<file path="src/rtl/alu_cmd_sequencer.sv">
// alu_cmd_sequencer
//   Initiator-side front end for an 8-bit combinational ALU. Requests arrive on
//   a valid/ready stream and are buffered in a DEPTH-entry command FIFO. Each
//   entry is popped into registered ALU operand/command outputs. The ALU
//   result is captured one cycle later and returned on a valid/ready response
//   stream. A sticky overflow flag and a wrapping completed-operation counter
//   are kept for the control plane.
//
// Ports
//   clk, rst_n                    clock, asynchronous active-low reset
//   req_valid/req_ready           request handshake (ready = FIFO not full)
//   req_cmd/req_a/req_b           request command and operands
//   alu_a/alu_b/alu_cmd           registered drive to the ALU
//   alu_result/alu_ovr            ALU return (combinational from alu_*)
//   rsp_valid/rsp_ready           response handshake
//   rsp_result/rsp_ovr/rsp_cmd    captured response
//   ovr_sticky/ovr_clr            sticky overflow flag and its clear
//   op_count                      completed response handshakes, wraps
module alu_cmd_sequencer #(
    parameter int DEPTH = 4,
    parameter int CNT_W = 8
) (
    input  logic             clk,
    input  logic             rst_n,
    input  logic             req_valid,
    output logic             req_ready,
    input  logic [1:0]       req_cmd,
    input  logic [7:0]       req_a,
    input  logic [7:0]       req_b,
    output logic [7:0]       alu_a,
    output logic [7:0]       alu_b,
    output logic [1:0]       alu_cmd,
    input  logic [7:0]       alu_result,
    input  logic             alu_ovr,
    output logic             rsp_valid,
    input  logic             rsp_ready,
    output logic [7:0]       rsp_result,
    output logic             rsp_ovr,
    output logic [1:0]       rsp_cmd,
    output logic             ovr_sticky,
    input  logic             ovr_clr,
    output logic [CNT_W-1:0] op_count
);

    localparam int PTR_W = (DEPTH > 1) ? $clog2(DEPTH) : 1;

    typedef enum logic [1:0] {
        S_IDLE  = 2'd0,
        S_DRIVE = 2'd1,
        S_HOLD  = 2'd2
    } state_t;

    state_t             r_state;
    state_t             w_next_state;

    logic [17:0]        r_mem [DEPTH];
    logic [PTR_W-1:0]   r_wr_ptr;
    logic [PTR_W-1:0]   r_rd_ptr;
    logic [PTR_W:0]     r_count;

    logic [7:0]         r_alu_a;
    logic [7:0]         r_alu_b;
    logic [1:0]         r_alu_cmd;
    logic               r_rsp_valid;
    logic [7:0]         r_rsp_result;
    logic               r_rsp_ovr;
    logic [1:0]         r_rsp_cmd;
    logic               r_ovr_sticky;
    logic [CNT_W-1:0]   r_op_count;

    logic               w_full;
    logic               w_empty;
    logic               w_push;
    logic               w_pop;
    logic               w_capture;
    logic               w_rsp_hs;
    logic [17:0]        w_head;

    assign w_full    = (r_count == (PTR_W+1)'(DEPTH));
    assign w_empty   = (r_count == '0);
    // Full blocks the push even if a pop frees a slot on the same edge.
    assign w_push    = req_valid && !w_full;
    assign w_head    = r_mem[r_rd_ptr];
    assign w_capture = (r_state == S_DRIVE);
    assign w_rsp_hs  = (r_state == S_HOLD) && rsp_ready;

    always_comb begin
        w_next_state = r_state;
        w_pop        = 1'b0;
        case (r_state)
            S_IDLE: begin
                if (!w_empty) begin
                    w_pop        = 1'b1;
                    w_next_state = S_DRIVE;
                end
            end
            S_DRIVE: begin
                w_next_state = S_HOLD;
            end
            S_HOLD: begin
                if (rsp_ready) begin
                    if (!w_empty) begin
                        w_pop        = 1'b1;
                        w_next_state = S_DRIVE;
                    end else begin
                        w_next_state = S_IDLE;
                    end
                end
            end
            default: begin
                w_next_state = S_IDLE;
            end
        endcase
    end

    // FIFO storage carries only data, so it needs no reset.
    always_ff @(posedge clk) begin
        if (w_push) begin
            r_mem[r_wr_ptr] <= {req_cmd, req_a, req_b};
        end
    end

    always_ff @(posedge clk or negedge rst_n) begin
        if (!rst_n) begin
            r_state      <= S_IDLE;
            r_wr_ptr     <= '0;
            r_rd_ptr     <= '0;
            r_count      <= '0;
            r_alu_a      <= '0;
            r_alu_b      <= '0;
            r_alu_cmd    <= '0;
            r_rsp_valid  <= 1'b0;
            r_rsp_result <= '0;
            r_rsp_ovr    <= 1'b0;
            r_rsp_cmd    <= '0;
            r_ovr_sticky <= 1'b0;
            r_op_count   <= '0;
        end else begin
            r_state <= w_next_state;

            // Power-of-two depth lets the pointers wrap naturally.
            if (w_push) begin
                r_wr_ptr <= r_wr_ptr + 1'b1;
            end
            if (w_pop) begin
                r_rd_ptr  <= r_rd_ptr + 1'b1;
                r_alu_cmd <= w_head[17:16];
                r_alu_a   <= w_head[15:8];
                r_alu_b   <= w_head[7:0];
            end
            case ({w_push, w_pop})
                2'b10:   r_count <= r_count + 1'b1;
                2'b01:   r_count <= r_count - 1'b1;
                default: r_count <= r_count;
            endcase

            if (w_capture) begin
                r_rsp_valid  <= 1'b1;
                r_rsp_result <= alu_result;
                r_rsp_ovr    <= alu_ovr;
                r_rsp_cmd    <= r_alu_cmd;
            end else if (w_rsp_hs) begin
                r_rsp_valid  <= 1'b0;
            end

            if (w_rsp_hs) begin
                r_op_count <= r_op_count + 1'b1;
            end

            // Set takes priority over a coincident clear.
            if (w_capture && alu_ovr) begin
                r_ovr_sticky <= 1'b1;
            end else if (ovr_clr) begin
                r_ovr_sticky <= 1'b0;
            end
        end
    end

    assign req_ready  = !w_full;
    assign alu_a      = r_alu_a;
    assign alu_b      = r_alu_b;
    assign alu_cmd    = r_alu_cmd;
    assign rsp_valid  = r_rsp_valid;
    assign rsp_result = r_rsp_result;
    assign rsp_ovr    = r_rsp_ovr;
    assign rsp_cmd    = r_rsp_cmd;
    assign ovr_sticky = r_ovr_sticky;
    assign op_count   = r_op_count;

endmodule

</file>
<file path="config.mk">
export PLATFORM = sky130hd
export DESIGN_NAME = alu_cmd_sequencer
export DESIGN_NICKNAME = d
export VERILOG_FILES = /design/src/rtl/alu_cmd_sequencer.sv
export SDC_FILE = /design/constraint.sdc
export NUM_CORES = 1
export LEC_CHECK = 0
export ABC_AREA = 1
export CORE_ASPECT_RATIO = 0.8
export CORE_MARGIN = 1
export CORE_UTILIZATION = 40
export CTS_CLUSTER_DIAMETER = 80
export DETAILED_ROUTE_END_ITERATION = 12
export DONT_BUFFER_PORTS = 1
export GPL_TIMING_DRIVEN = 0
export PLACE_DENSITY = 0.53
export SETUP_SLACK_MARGIN = 0.1
export SLEW_MARGIN = 10
export SYNTH_ARGS = -nofsm -noshare
export SYNTH_HDL_FRONTEND = slang
export SYNTH_SLANG_ARGS = --single-unit
</file>
<file path="constraint.sdc">
create_clock -name clk -period 2.3 [get_ports clk]
set_clock_uncertainty 0.2 [all_clocks]
set_input_delay 0.23 -clock clk [delete_from_list [all_inputs] [get_ports clk]]
set_output_delay 0.23 -clock clk [all_outputs]
set_load 0.05 [all_outputs]
</file>
==> impl_metrics.ini <==
[setup_path]
reg2reg_depth = 10
cp-start-kind = flip-flop
cp.arrival_ns = 2.19
crit_path_end_kind = flip-flop
crit_type = reg2reg
path_max_fanout = 8
required_ns = 2.43

[route]
drt-total-wl_microns = 10360
vias_per_cell = 4.745
via_count = 3184
wl_per_cell_microns = 15.44
first_iter_violations = 156
dr.pass1.iters = 8
drc_errors = 10
postRouteAntennaNets = 0

[timing]
rsz0062_at_grt = false
hold-worst-slack_ns = 0.1340
worst_slew_pin_slew_ns = 0.6279
finalSetupViolCount = 0
hold_violations = 0
slew-limit-headroom_pct = 58.14
period_minus_slack_ns = 2.062
fmax_mhz = 485.1
finalSetupTns_ns = 0
drv_slew = 0
fin_crit_sh_pct = 89.64

[cts]
cts_tree = done
clk-insertion-delay-late_ns = 0.41
clock-sinks = 120
path_clk_slew_ns = 0.05
root_buffer = clkbuf_16
ctsHtreeMaxLevel = 4
cts_buffer_depth = 2
cts_buffers = 17

[yosys]
ys_seq_elements = 120
syn_inst = 451
yosys_warnings = 0
synth_area_sq_um = 4867
synth_fp_nets = 490
syn_avg_cell_area_sq_um = 10.79
synth.distinct_cells = 22
yosysSeqAreaShare_pct = 69.10

[cells_and_area]
register_area_sq_um = 3363
post-route-cell-area_sq_um = 6118
drive_above_1_share_pct = 13.38
diodes = 0
stdcell_count = 671
multi_input_comb_area_sq_um = 1315
num-fill-cells = 1053
area_growth_syn_to_layout_pct = 25.71
nNetsFinal = 549

[outcome]
outcome = finished, violations left
violations = design-rule violations

[pwr]
power_mw = 9.687
power.leakage_nw = 2.607
power_density_nw_per_um2 = 1583
vdd_drop_max_mv = 0.7214

[die]
start_util_pct = 41.63
ios = 72
fp-row-count = 35
die_w_microns = 125.3
die_h_microns = 100.7
die_area_sq_um = 12620
core-area_sq_um = 11690

[grt]
grt_pass1_vias = 3185
grt-ovfl-total = 0
antenna_found_initial = 0
grt_max_degree = 49
track_usage_pct = 18.01
grt_first_pass_wirelength_microns = 16750

[placed_design]
place_area_sq_um = 5152
placed_cells = 603
dp_hpwl_microns = 6716
place_congestion = 0.7437
io_buffers = 0

[min_path]
hp-class = in2async

[run]
cap_violations = 0
-- final cells by class --
type | count | share of cell area (%)
Sequential cell | 120 | 54.97
Multi-Input combinational cell | 289 | 21.49
Timing Repair Buffer | 40 | 7.485
Clock buffer | 18 | 7.014
Tap cell | 148 | 3.027
Buffer | 17 | 2.290
Clock inverter | 14 | 2.188
Inverter | 25 | 1.534
-- where the power goes --
group,leakage (nW),total [mW],internal [mW],switching (mW)
Combinational,1.09,2.79,1.05,1.74
Sequential,1.25,4.41,2.95,1.45
Clock,0.263,2.49,1.57,0.915
-- metal layers --
metal  global-route usage, %  up-vias  routed length, microns
li1                        -     1586                       -
met1                   22.46     1506                    4819
met2                   29.01       78                    4698
met3                   6.635       14                     713
met4                   6.473        0                     127
met5                       0        -                       0
-- cells in the mapped netlist (all sizes together) --
library cell  instances  share of area, %
a21oi                 3              0.39
buf                  17               2.8
dfrtp                48                25
edfxtp               72                44
fa                    1              0.41
ha                    6               1.5
inv                  25               1.9
nand2               136                11
nand3                 8              0.93
nand4                 1              0.13
nor2                 86               6.7
o21ai                40               4.1
xnor2                 1              0.18
xor2                  7               1.3
-- critical path: stages (launching register included) --
cell and delay, ns:
dfrtp_1 0.39, inv_2 0.11, nand3_4 0.21, nand2_8 0.17, ha_1 0.15, inv_1 0.06
fa_2 0.34, nor2_1 0.10, nor2_1 0.04, nand2_1 0.07, xor2_1 0.14
-- final timing paths --
kind                            slack (ns)            end       start
worst max-delay path                  0.24     r_count[2]  r_count[0]
worst min register to register        0.30     r_state[1]  r_state[0]
max in group asynchronous             1.55       alu_a[5]       rst_n
worst max register to register        0.24     r_count[2]  r_count[0]
min in group clk                      0.16     r_state[1]   rsp_ready
worst min-delay path                  0.13  rsp_result[7]       rst_n
-- registers in the layout, indices dropped and copies added, names as in the netlist --
| register | flops |
|---|---|
| rsp_ovr | 1 |
| r_count | 3 |
| alu_cmd | 2 |
| rsp_result | 8 |
| rsp_cmd | 2 |
| alu_b | 8 |
| op_count | 8 |
| r_rd_ptr | 2 |
| alu_a | 8 |
| rsp_valid | 1 |
| r_state | 2 |
| r_mem | 72 |
| ovr_sticky | 1 |
| r_wr_ptr | 2 |
-- cell usage in the layout, fill, tap and decap left out, types with 3 or more instances in the layout --
master,netlist,layout
dfrtp_1,48,48
buf_16,0,3
dlygate4sd3_1,0,31
nor2_1,85,81
nor2_2,1,5
buf_6,7,8
edfxtp_1,72,72
nand3_1,7,6
nand2_1,135,134
buf_4,3,5
ha_1,6,6
clkbuf_16,0,17
o21ai_1,26,26
buf_2,7,7
inv_1,21,20
clkinv_2,0,4
xor2_1,7,7
clkinvlp_4,0,5
o21ai_0,14,14
inv_2,4,5
-- logic make-up (layout without fill, tap and decap cells) --
logic type | Yosys count | count (layout) | synth area share [%]
flip-flops | 120 | 120 | 69.10
AND/OR/NAND/NOR | 231 | 231 | 18.28
XOR/XNOR | 8 | 8 | 1.440
buffers and inverters | 42 | 114 | 4.730
AO/OA/AOI/OAI | 43 | 43 | 4.499
adder cells (fa/ha/maj) | 7 | 7 | 1.954
-- what timing repair did --
| item | in CTS | in global routing |
|---|---|---|
| gates resized for setup | 3 | 5 |
| endpoints found under the hold margin | 140 | 0 |
| pin swaps | 0 | 3 |
| endpoints found under the setup margin | 16 | 2 |
| gates cloned | 0 | 0 |
| hold buffers | 33 | 0 |
| buffers inserted | 0 | 3 |
-- stage by stage --
step | setup slack [ns] | utilization (%)
floorplan | 0.08014 | -
global placement | -0.6692 | 43.25
detailed placement | -0.07194 | 44.07
CTS | 0.1126 | 51.99
global route | 0.1168 | 52.33
finish | 0.2384 | 52.33
No activity file was read; power rests on OpenSTA's default activity.
